[config.mk]
export PLATFORM = sky130hd
export DESIGN_NAME = conv_mac_engine_flat
export DESIGN_NICKNAME = d
export VERILOG_FILES = /design/src/rtl/conv_mac_engine_if.sv /design/src/rtl/conv_mac_engine.sv /design/src/flat_wrapper.sv
export SDC_FILE = /design/constraint.sdc
export NUM_CORES = 1
export LEC_CHECK = 0
export ABC_CLOCK_PERIOD_IN_PS = 4100
export BUFFER_PORTS_ARGS = -buffer_cell sky130_fd_sc_hd__clkbuf_2
export CORE_MARGIN = 2
export CORE_UTILIZATION = 55
export CTS_BUF_LIST = sky130_fd_sc_hd__clkbuf_2
export DETAILED_ROUTE_END_ITERATION = 7
export GPL_ROUTABILITY_DRIVEN = 0
export PLACE_DENSITY_LB_ADDON = 0.15
export SETUP_SLACK_MARGIN = 0.3
export SKIP_CTS_REPAIR_TIMING = 1
export SKIP_LAST_GASP = 1
export SLEW_MARGIN = 30
export SYNTH_ARGS = -nofsm -noshare
export SYNTH_HDL_FRONTEND = slang
export SYNTH_SLANG_ARGS = --single-unit
export TNS_END_PERCENT = 100
[constraint.sdc]
create_clock -name clk -period 4.1 [get_ports clk]
set_clock_uncertainty 0.15 [all_clocks]
set_input_delay 0.41 -clock clk [delete_from_list [all_inputs] [get_ports clk]]
set_output_delay 0.41 -clock clk [all_outputs]
set_load 0.01 [all_outputs]
[src/rtl/conv_mac_engine_if.sv]
// Operand/result memory and control bundle for conv_mac_engine.
// master = engine side, slave = wrapper/memory side.
interface conv_mac_engine_if #(
    parameter int DATA_W = 8,
    parameter int AW_X   = 5,
    parameter int AW_Y   = 3,
    parameter int AW_Z   = 6,
    parameter int Z_W    = 32
);
    logic              start;
    logic [AW_X:0]     size_x;
    logic [AW_Y:0]     size_y;
    logic [AW_X-1:0]   x_addr;
    logic [DATA_W-1:0] x_data;
    logic [AW_Y-1:0]   y_addr;
    logic [DATA_W-1:0] y_data;
    logic [AW_Z-1:0]   z_addr;
    logic [Z_W-1:0]    z_data;
    logic              z_we;
    logic              busy;
    logic              done;
    logic              err;

    modport master (
        input  start, size_x, size_y, x_data, y_data,
        output x_addr, y_addr, z_addr, z_data, z_we, busy, done, err
    );

    modport slave (
        output start, size_x, size_y, x_data, y_data,
        input  x_addr, y_addr, z_addr, z_data, z_we, busy, done, err
    );
endinterface

[src/rtl/conv_mac_engine.sv]
// Full linear convolution Z[i] = sum X[j]*Y[i-j] over 1-cycle-latency operand memories.
// Define CONV_SIGNED_EN for two's-complement operands; otherwise operands are unsigned.
module conv_mac_engine #(
    parameter int DATA_W = 8,
    parameter int AW_X   = 5,
    parameter int AW_Y   = 3,
    parameter int AW_Z   = 6,
    parameter int Z_W    = 32
) (
    input logic               clk,
    input logic               rst_a,
    conv_mac_engine_if.master bus
);
    localparam int CW = AW_Z + 2;
    localparam int XW = AW_X + 1;
    localparam int YW = AW_Y + 1;
    localparam logic [CW-1:0] ONE = CW'(1);

    typedef enum logic [2:0] {IDLE, CALC, LAST, WRITE, FINISH} state_t;
    state_t state, stateNext;

    logic [AW_X:0]     sizeX;
    logic [AW_Y:0]     sizeY;
    logic [AW_Z-1:0]   iIdx;
    logic [AW_X-1:0]   jIdx;
    logic [AW_X-1:0]   xAddr;
    logic [AW_Y-1:0]   yAddr;
    logic [Z_W-1:0]    acc;
    logic [Z_W-1:0]    prodExt;
    logic              validD;
    logic              errReg;
    logic              sizeBad;
    logic              jAtHi;
    logic              iLast;
    logic [CW-1:0]     iExt, iNextExt, nxExt, nyExt, jHi, jLoNext, lastIdx;

    function automatic logic [CW-1:0] jLoOf(input logic [CW-1:0] i, input logic [CW-1:0] ny);
        return (i + ONE >= ny) ? i + ONE - ny : '0;
    endfunction

    assign sizeBad = (bus.size_x == '0) || (bus.size_x > XW'(2 ** AW_X)) ||
                     (bus.size_y == '0) || (bus.size_y > YW'(2 ** AW_Y));

    assign iExt     = CW'(iIdx);
    assign iNextExt = iExt + ONE;
    assign nxExt    = CW'(sizeX);
    assign nyExt    = CW'(sizeY);
    assign jHi      = (iExt < nxExt - ONE) ? iExt : nxExt - ONE;
    assign jAtHi    = (CW'(jIdx) == jHi);
    assign lastIdx  = nxExt + nyExt - ONE - ONE;
    assign iLast    = (iExt == lastIdx);
    assign jLoNext  = jLoOf(iNextExt, nyExt);

`ifdef CONV_SIGNED_EN
    logic signed [2*DATA_W-1:0] prodS;
    assign prodS   = $signed(bus.x_data) * $signed(bus.y_data);
    assign prodExt = {{(Z_W-2*DATA_W){prodS[2*DATA_W-1]}}, prodS};
`else
    logic [2*DATA_W-1:0] prodU;
    assign prodU   = bus.x_data * bus.y_data;
    assign prodExt = {{(Z_W-2*DATA_W){1'b0}}, prodU};
`endif

    always_ff @(posedge clk or posedge rst_a) begin
        if (rst_a) state <= IDLE;
        else       state <= stateNext;
    end

    always_comb begin
        stateNext = state;
        unique case (state)
            IDLE:    if (bus.start) stateNext = sizeBad ? FINISH : CALC;
            CALC:    if (jAtHi) stateNext = LAST;
            LAST:    stateNext = WRITE;
            WRITE:   stateNext = iLast ? FINISH : CALC;
            FINISH:  stateNext = IDLE;
            default: stateNext = IDLE;
        endcase
    end

    // Read data returns one cycle after each CALC address, so validD marks
    // the cycle in which x_data/y_data belong to an issued term.
    always_ff @(posedge clk or posedge rst_a) begin
        if (rst_a) begin
            sizeX  <= '0;
            sizeY  <= '0;
            iIdx   <= '0;
            jIdx   <= '0;
            xAddr  <= '0;
            yAddr  <= '0;
            acc    <= '0;
            validD <= 1'b0;
            errReg <= 1'b0;
        end else begin
            validD <= (state == CALC);
            if (validD) acc <= acc + prodExt;
            unique case (state)
                IDLE: if (bus.start) begin
                    sizeX  <= bus.size_x;
                    sizeY  <= bus.size_y;
                    acc    <= '0;
                    errReg <= sizeBad;
                    if (!sizeBad) begin
                        iIdx  <= '0;
                        jIdx  <= '0;
                        xAddr <= '0;
                        yAddr <= '0;
                    end
                end
                CALC: if (!jAtHi) begin
                    jIdx  <= jIdx + AW_X'(1);
                    xAddr <= jIdx + AW_X'(1);
                    yAddr <= AW_Y'(iExt - CW'(jIdx) - ONE);
                end
                WRITE: begin
                    acc  <= '0;
                    iIdx <= iIdx + AW_Z'(1);
                    if (!iLast) begin
                        jIdx  <= AW_X'(jLoNext);
                        xAddr <= AW_X'(jLoNext);
                        yAddr <= AW_Y'(iNextExt - jLoNext);
                    end
                end
                default: ;
            endcase
        end
    end

    assign bus.x_addr = xAddr;
    assign bus.y_addr = yAddr;
    assign bus.z_addr = iIdx;
    assign bus.z_data = acc;
    assign bus.z_we   = (state == WRITE);
    assign bus.busy   = state inside {CALC, LAST, WRITE};
    assign bus.done   = (state == FINISH);
    assign bus.err    = errReg;
endmodule

[src/flat_wrapper.sv]
// flat-port wrapper written by rule: the top's interface ports become plain ports
module conv_mac_engine_flat 
#(
    parameter int DATA_W = 8,
    parameter int AW_X   = 5,
    parameter int AW_Y   = 3,
    parameter int AW_Z   = 6,
    parameter int Z_W    = 32
)
  (clk, rst_a, bus_start, bus_size_x, bus_size_y, bus_x_data, bus_y_data, bus_x_addr, bus_y_addr, bus_z_addr, bus_z_data, bus_z_we, bus_busy, bus_done, bus_err);
  conv_mac_engine_if #(.DATA_W(DATA_W), .AW_X(AW_X), .AW_Y(AW_Y), .AW_Z(AW_Z), .Z_W(Z_W)) bus_i ();
  input logic clk;
  input logic rst_a;
  input wire logic [$bits(bus_i.start)-1:0] bus_start;
  input wire logic [$bits(bus_i.size_x)-1:0] bus_size_x;
  input wire logic [$bits(bus_i.size_y)-1:0] bus_size_y;
  input wire logic [$bits(bus_i.x_data)-1:0] bus_x_data;
  input wire logic [$bits(bus_i.y_data)-1:0] bus_y_data;
  output wire logic [$bits(bus_i.x_addr)-1:0] bus_x_addr;
  output wire logic [$bits(bus_i.y_addr)-1:0] bus_y_addr;
  output wire logic [$bits(bus_i.z_addr)-1:0] bus_z_addr;
  output wire logic [$bits(bus_i.z_data)-1:0] bus_z_data;
  output wire logic [$bits(bus_i.z_we)-1:0] bus_z_we;
  output wire logic [$bits(bus_i.busy)-1:0] bus_busy;
  output wire logic [$bits(bus_i.done)-1:0] bus_done;
  output wire logic [$bits(bus_i.err)-1:0] bus_err;
  assign bus_i.start = bus_start;
  assign bus_i.size_x = bus_size_x;
  assign bus_i.size_y = bus_size_y;
  assign bus_i.x_data = bus_x_data;
  assign bus_i.y_data = bus_y_data;
  assign bus_x_addr = bus_i.x_addr;
  assign bus_y_addr = bus_i.y_addr;
  assign bus_z_addr = bus_i.z_addr;
  assign bus_z_data = bus_i.z_data;
  assign bus_z_we = bus_i.z_we;
  assign bus_busy = bus_i.busy;
  assign bus_done = bus_i.done;
  assign bus_err = bus_i.err;
  conv_mac_engine #(.DATA_W(DATA_W), .AW_X(AW_X), .AW_Y(AW_Y), .AW_Z(AW_Z), .Z_W(Z_W)) u_core (.clk(clk), .rst_a(rst_a), .bus(bus_i));
endmodule
Word level (Yosys, flattened, before mapping)
Index checks and enable logic that the tools add are counted.
Storage, ports and cells
  input bits: 29
  flip-flop bits (word level): 61
Cells by class
  order comparisons: 4
  equal/unequal tests: 11
  add/subtract/negate cells: 13
  multiplexer cells: 23
  multiply operators: 1
  reductions and logical operators: 13
Operator list (number)
  $mux W32: 2
  $pmux W32 S2: 1
  $add A32 B16 Y32: 1
  $mux W5: 5
  $mux W3: 8
  $mul A8 B8 Y16: 1
  $sub A8 B1 Y8 const B: 2
  $pmux W5 S3: 1
  $mux W6: 2
  $pmux W3 S4: 1
  $pmux W6 S2: 1
  $pmux W3 S3: 1
  $add A7 B1 Y8 const B: 1
  $eq A5 B8 Y1: 1
  $eq A6 B8 Y1: 1
  $ge A8 B4 Y1: 1
  $lt A6 B8 Y1: 1
  $mux W8: 1
  $ne A2 B2 Y1 const B: 4
  $add A6 B1 Y7 const B: 1
  $add A6 B4 Y7: 1
  $sub A6 B1 Y7 const B: 1
  $add A6 B1 Y6 const B: 1
  $eq A3 B2 Y1 const B: 2
  18 further kinds: 23

Logic depth before layout (Yosys ltp)
Gate-level depths: netlist (run 1).
  depth after elaboration: 7
  depth in mapped cells: 20

Worst setup path after synthesis (run 1)
No wires, ideal clock.
  path type: in2reg
  from: in bus_y_data[1]
  to: reg u_core.acc[24] (netlist: u_core.bus.z_data[24])
  data required time: 3.814 ns
  path buffers: 2
  slack: -0.804 ns
  arrival: 4.617 ns
  library setup time: 0.136 ns
  stages: 19
  path through: clkbuf_1 -> nand2_1 -> fa_1 -> inv_1 -> fa_1 -> ha_1 -> inv_1 -> fa_1 -> inv_1 -> ha_1 -> a21o_1 -> a21o_1 -> a2111oi_0 -> o31a_1 -> a21oi_1 -> a31oi_1 -> buf_2 -> or3_1 -> a21oi_1
On the way
  cells in the longest elaborated chain, start to end: 5
Ends and longest elaborated chain
  from (decl): RTL line flat_wrapper.sv:18  | input wire logic [$bits(bus_i.y_data)-1:0] bus_y_data;
  $mul A8 B8 Y16 (*): RTL line conv_mac_engine.sv:60  | assign prodU = bus.x_data * bus.y_data;
  $add A32 B16 Y32 (*): RTL line conv_mac_engine.sv:96  | if (validD) acc <= acc + prodExt;
  $mux W32 (*): RTL line conv_mac_engine.sv:96
  $mux W32: RTL line conv_mac_engine.sv:98  | IDLE: if (bus.start) begin
  $pmux W32 S2 (*): RTL line conv_mac_engine.sv:97  | unique case (state)
  to (signal assigned): RTL line conv_mac_engine.sv:96
  to (decl): RTL line conv_mac_engine.sv:28  | logic [Z_W-1:0] acc;
Mark *: on every way between the ends. The rest lies on a longest branch, timed or not.
A chain may end at the register's enable or synchronous reset.

Worst setup path in the final report (run 1)
  from: reg u_core.acc[7] (netlist: u_core.bus.z_data[7])
  to: reg u_core.acc[28] (netlist: u_core.bus.z_data[28])
On the way
  cells in the longest elaborated chain, start to end: 4
Ends and longest elaborated chain (RTL line)
  $add A32 B16 Y32 (*): conv_mac_engine.sv:96
  $mux W32 (*): conv_mac_engine.sv:96
  $mux W32: conv_mac_engine.sv:98
  $pmux W32 S2 (*): conv_mac_engine.sv:97
Marks and branches as above.

==> flow_summary.toml, run 1 <==
[outcome]
status = "complete, but fails checks"
violations = "setup timing"

[critical_path]
timing.rr.start = "u_core.bus.z_data[7]"
cp.depth = 16
crit_type = "flip-flop to flip-flop"
rr_endpoint = "u_core.bus.z_data[28]"
crit_required_ns = 4.46
crit_path_end_kind = "flip-flop"
r2r_cells = 16
critical_path.max_stage_delay_ns = 0.52
startpoint_type = "flip-flop"
critical_path_arrival_ns = 4.95
r2r_slack_ns = -0.49
crit_chain = "inv_2 > fa_1 > inv_2 > fa_1 > fa_1 > inv_1 > fa_1 > inv_2 > ha_4 > o21a_1 > o21ai_2 > o31a_1 > a21oi_2 > a31oi_4 > or4_4 > a21oi_2"
critPathMaxFanout = 4
critPathBufInv = 4
cp-endpoint = "u_core.bus.z_data[28]"
crit_top_cell = "fa_1"
critPathLaunch = "u_core.bus.z_data[7]"
cpLargestDelayFamily = "adder cells"
worst_path_max_delay_cell = "fa_1"

[floorplanning]
die_w_um = 114
coreArea_um2 = 12000
dieArea_um2 = 13100
fp.dieH_um = 114
num_io_pins = 79
rows = 40
initial_utilization_pct = 55.9

[layout]
stdcell_count = 1066
nNetsFinal = 1058
diodes = 0
area_growth_pct = 28.8
n_fill_cell = 911
drive_gt1_share_pct = 32.8
fin_util_pct = 72.0

[logic_synthesis]
ys_seq_area_share_pct = 22.8
avgSynthCellArea_um2 = 8.94
yosys.area_share.simple_pct = 17.8
synth_warnings = 0
synthDistinctLibCells = 71
ys.flop_type = "dfrtp_1"
muxShareOfSynthArea_pct = 4.44
netlist_area_um2 = 6680
synth_top_family_by_area = "adder cells"
synthXorXnorAreaFrac_pct = 4.96
synth_compound_area_share_pct = 15.0
async_reset_ff_share_pct = 100
syn_nets = 891
yosys_register_bits = 61
synth_edf_count = 0
synthAdderAreaFrac_pct = 27.4
syn_inst = 748

[hold_path]
min_path_type = "primary input to async pin"

[clocking]
clock-sinks = 61
numCtsBuffers = 9
clockBufferDepth = 2
clk_latency_ns = 0.59
cts_root_buf = "clkbuf_2"
tritoncts = "built"
path_clk_slew_ns = 0.19
ctsHtreeMaxLevel = 3

[timing]
final-hold-violation-count = 0
hold_ws_ns = 0.267
relSlewSlack_pct = 54.5
period_needed_ns = 4.59
period_share_pct = 112
postLayoutSetupSlackWorst_ns = -0.489
worst_pin_slew_ns = 0.682
slew_viol_final = 0
setup_viol = 20
finalSetupTns_ns = -6.37
max_freq_ghz = 0.218
rsz0062_at_grt = "true"

[global_route]
track_usage_pct = 27.5
antenna_found_initial = 0
grt.overflow.total = 0
first_global_vias = 6213
grt_max_degree = 35
grt_pass1_wl_mm = 28.6

[pwr]
power_density_nw_per_um2 = 732
peakVddDrop_mv = 0.567
p_leak_nw = 4.21

[routing]
drt_iter0_drc = 269
via_count = 6130
final_antenna_net_count = 0
wl_per_cell_um = 16.7
routed_wl_mm = 17.8
drc = 0
avgViaCountPerCell = 5.75
firstDrtPassIters = 4

[placed_design]
port-buffer-count = 78
place.detailed.hpwl_mm = 13.8
dp_cells = 1025
dpl_worst_slack_ns = -0.769

[run]
maxCapViolCount = 0
-- flip-flops by register name (all words and copies together) (netlist names) --
| signal | flops |
|---|---|
| u_core.bus.err | 1 |
| u_core.bus.y_addr | 3 |
| u_core.bus.z_addr | 6 |
| u_core.bus.z_data | 32 |
| u_core.jIdx | 5 |
| u_core.sizeX | 6 |
| u_core.sizeY | 4 |
| u_core.state | 3 |
| u_core.validD | 1 |
-- how the worst min path moves through the flow --
stage,start,endpoint,slack (ns),depth (start not counted)
global route,rst_a,u_core.bus.z_data[23],0.30,3
floorplan,u_core.state[2],u_core.state[1],0.33,1
CTS,rst_a,u_core.bus.z_data[23],-0.32,2
global placement,rst_a,u_core.bus.z_data[21],0.34,2
finish,rst_a,u_core.bus.z_data[23],0.27,3
detailed placement,rst_a,u_core.bus.z_data[23],0.34,2
-- cells in the mapped netlist, types with 3 or more instances --
cell | count | area, um^2
and2_1 | 37 | 231
and3_1 | 10 | 62.6
or4_1 | 4 | 30.0
mux2_4 | 4 | 60.1
xnor2_1 | 25 | 219
a31oi_1 | 6 | 37.5
o31ai_1 | 4 | 30.0
a21oi_1 | 31 | 155
dfrtp_1 | 61 | 1530
clkbuf_1 | 14 | 52.6
nand2b_1 | 4 | 25.0
o211ai_1 | 9 | 67.6
xor2_1 | 11 | 96.3
a21o_1 | 10 | 75.1
mux2i_1 | 18 | 180
fa_1 | 54 | 1080
mux2_2 | 5 | 56.3
or3_1 | 16 | 100
nor2b_1 | 5 | 31.3
nor3_1 | 17 | 85.1
nor2_1 | 38 | 143
o21ai_1 | 4 | 20.0
o22ai_1 | 3 | 18.8
o21ai_0 | 35 | 175
inv_1 | 107 | 402
a211oi_1 | 8 | 60.1
nand2_1 | 64 | 240
nand3_1 | 20 | 100
o21a_1 | 4 | 30.0
ha_1 | 60 | 751
buf_2 | 7 | 35.0
-- final cells by class --
cell class,count,area [um^2],area share (%)
multi-input cells,557,5160,60.0
flip-flops and latches,61,1530,17.8
repair buffers,178,1210,14.1
inverters,108,405,4.71
well taps,147,184,2.14
clock inverters,5,62.6,0.727
clock buffers,10,50.0,0.581
-- layer usage --
layer	global-route usage [%]	wire length, um
met5	0	0
met4	10.8	535
met3	4.87	709
met2	51.7	9690
met1	30.8	6890
-- kinds of logic (layout without fill, tap and decap cells) --
kind of cell / count (synthesis) / count (layout)
and+or+nand+nor: 233 / 233
DFF: 61 / 61
xor gates and xnor gates: 37 / 37
adders and majority gates: 114 / 114
buffers and inverters: 130 / 301
muxes: 27 / 27
AOI/OAI and AO/OA: 146 / 146
-- metrics by stage --
| step | cell area, um^2 | power (W) |
|---|---|---|
| finish | 8610 | 0.00630 |
| floorplan | 6920 | 0.00400 |
| detailed placement | 7910 | 0.00531 |
| global route | 8610 | 0.00686 |
| global placement | 7910 | 0.00513 |
| CTS | 8020 | 0.00572 |
-- worst register-to-register path, delay by kind of cell (launching register included) --
family	cells	cell delay, ns
buffers and inverters	4	0.21
adders and majority gates	5	2.25
DFF	1	0.41
AOI/OAI and AO/OA	6	1.02
and+or+nand+nor	1	0.51
-- where the power goes --
| group | leakage (nW) | total, W | switching, W | internal, W |
|---|---|---|---|---|
| combinational | 3.34 | 0.00494 | 0.00253 | 0.00242 |
| sequential | 0.808 | 0.000960 | 0.000207 | 0.000754 |
| clock | 0.0642 | 0.000394 | 0.000253 | 0.000141 |
| total | 4.21 | 0.00630 | 0.00299 | 0.00331 |
-- cell usage in the layout, fill, tap and decap left out, types with 11 or more instances in the layout --
master,count
ha_1,50
a21oi_2,15
inv_1,94
fa_1,50
inv_2,13
o21ai_1,11
mux2i_1,18
nor3_1,17
a21oi_1,17
nand3_1,18
nor2_1,37
clkbuf_2,88
xnor2_1,19
and2_1,35
dfrtp_1,57
buf_4,79
dlygate4sd3_1,12
o21ai_0,20
nand2_1,60
Note: power is estimated with default switching activity, not from simulation.
==> inputs of run 2 (changes only) <==
--- a/config.mk
+++ b/config.mk
@@ -7,6 +7,7 @@
 export LEC_CHECK = 0
 export ABC_CLOCK_PERIOD_IN_PS = 4100
 export BUFFER_PORTS_ARGS = -buffer_cell sky130_fd_sc_hd__clkbuf_2
+export CORE_ASPECT_RATIO = 0.75
 export CORE_MARGIN = 2
 export CORE_UTILIZATION = 55
 export CTS_BUF_LIST = sky130_fd_sc_hd__clkbuf_2
==> run 2 against run 1 <==
The run still ends with setup timing left. Via count rose by 2.1%. Register-to-register slack got worse by 0.03 ns. Fmax fell by 0.73%. First-iteration DRC count rose by 50%. Sequential share of layout area rose by 0.050 points. Setup slack got worse by 0.034 ns. Sequential cell count did not move. Critical endpoint is now u_core.bus.z_data[24]. Non-clock buffer count rose by 1. Sequential power fell by 0.6%. Critical path depth rose by 1. Die area barely moved.
==> flow_summary.toml, run 2 (same netlist as run 1, synthesis figures left out) <==
[floorplanning]
rows = 34
die_w_um = 131
coreArea_um2 = 11700
initial_utilization_pct = 56.9
num_io_pins = 79
fp.dieH_um = 99.5
dieArea_um2 = 13100

[outcome]
violations = "setup timing"
status = "complete, but fails checks"

[clocking]
tritoncts = "built"
numCtsBuffers = 9
clock-sinks = 61
ctsHtreeMaxLevel = 3
cts_root_buf = "clkbuf_2"
path_clk_slew_ns = 0.22
clockBufferDepth = 2
clk_latency_ns = 0.54

[critical_path]
crit_chain = "inv_2 > fa_1 > inv_2 > fa_1 > fa_1 > inv_2 > fa_1 > inv_2 > ha_4 > o21a_1 > o21ai_2 > o31a_1 > a21oi_2 > a31oi_4 > buf_6 > or3_1 > a21oi_1"
cpLargestDelayFamily = "adder cells"
critPathMaxFanout = 6
cp.depth = 17
cp-endpoint = "u_core.bus.z_data[24]"
critical_path.max_stage_delay_ns = 0.56
r2r_cells = 17
critical_path_arrival_ns = 4.92
timing.rr.start = "u_core.bus.z_data[7]"
critPathLaunch = "u_core.bus.z_data[7]"
crit_type = "flip-flop to flip-flop"
crit_path_end_kind = "flip-flop"
r2r_slack_ns = -0.52
crit_required_ns = 4.40
startpoint_type = "flip-flop"
worst_path_max_delay_cell = "fa_1"
rr_endpoint = "u_core.bus.z_data[24]"
critPathBufInv = 5

[global_route]
track_usage_pct = 27.3
grt_max_degree = 44
antenna_found_initial = 0
grt.overflow.total = 0
grt_pass1_wl_mm = 28.7
first_global_vias = 5835

[pwr]
power_density_nw_per_um2 = 744
power.total_w = 0.00638
p_leak_nw = 4.20
peakVddDrop_mv = 0.533

[timing]
final-hold-violation-count = 0
slew_viol_final = 0
period_share_pct = 113
period_needed_ns = 4.62
postLayoutSetupSlackWorst_ns = -0.523
hold_ws_ns = 0.332
relSlewSlack_pct = 46.2
setup_viol = 22
max_freq_ghz = 0.216
rsz0062_at_grt = "true"
worst_pin_slew_ns = 0.806

[hold_path]
min_path_type = "primary input to async pin"

[placed_design]
dpl_worst_slack_ns = -0.927
place.detailed.hpwl_mm = 13.8
port-buffer-count = 78
dp_cells = 1040

[routing]
final_antenna_net_count = 0
avgViaCountPerCell = 5.78
wl_per_cell_um = 16.9
drt_iter0_drc = 404
drc = 0
via_count = 6257
firstDrtPassIters = 5
routed_wl_mm = 18.3

[layout]
nNetsFinal = 1059
fin_util_pct = 73.1
stdcell_count = 1083
layout.cells.most_common = "inv_1"
largest_reg_flops = 32
layout_common_cells = "96 x inv_1, 87 x clkbuf_2, 76 x buf_4, 60 x nand2_1, 58 x dfrtp_1"
area_growth_pct = 28.4
drive_gt1_share_pct = 30.9
n_fill_cell = 892
diodes = 0

[run]
maxCapViolCount = 0
run 2: worst min-delay path by stage:
stage | end | slack (ns) | cells past startpoint
final | u_core.bus.z_addr[5] | 0.33 | 3
after global routing | u_core.bus.z_data[0] | 0.34 | 5
after floorplan | u_core.state[1] | 0.33 | 1
after detailed placement | u_core.bus.err | 0.35 | 1
after global placement | u_core.bus.err | 0.34 | 1
after CTS | u_core.bus.z_addr[5] | -0.13 | 2
run 2: where the power goes:
group / internal, W / switching (W)
sequential: 0.000752 / 0.000201
combinational: 0.00243 / 0.00260
clock: 0.000142 / 0.000262
total: 0.00332 / 0.00306
run 2: worst reg2reg max path: cells and delay by family, from the launching register on:
kind	cells	cell delay, ns
AOI/OAI and AO/OA	6	0.96
adders and majority gates	5	2.30
buffers and inverters	5	0.35
DFF	1	0.42
and+or+nand+nor	1	0.34
run 2: cell type report:
type | count | area [um^2] | share of cell area (%)
flip-flops and latches | 61 | 1530 | 17.8
multi-input cells | 557 | 5080 | 59.3
repair buffers | 179 | 1240 | 14.4
clock inverters | 7 | 75.1 | 0.875
well taps | 162 | 203 | 2.36
clock buffers | 9 | 45.0 | 0.525
inverters | 108 | 407 | 4.74
run 2: stage by stage:
stage,instance area [um^2],setup TNS [ns]
2_1_floorplan,6920,-3.78
3_3_place_gp,7920,-12.59
3_5_place_dp,7920,-16.14
4_1_cts,8040,-8.95
5_1_grt,8580,-11.65
6_report,8580,-7.56
run 2: per-layer routing:
metal	share of wire (%)	GRT usage (%)	vias up
met1	45	40.7	3043
met3	8.9	6.93	34
met2	45	40.6	290
met4	1.4	5.77	0
li1	-	-	2890
met5	0	0	-
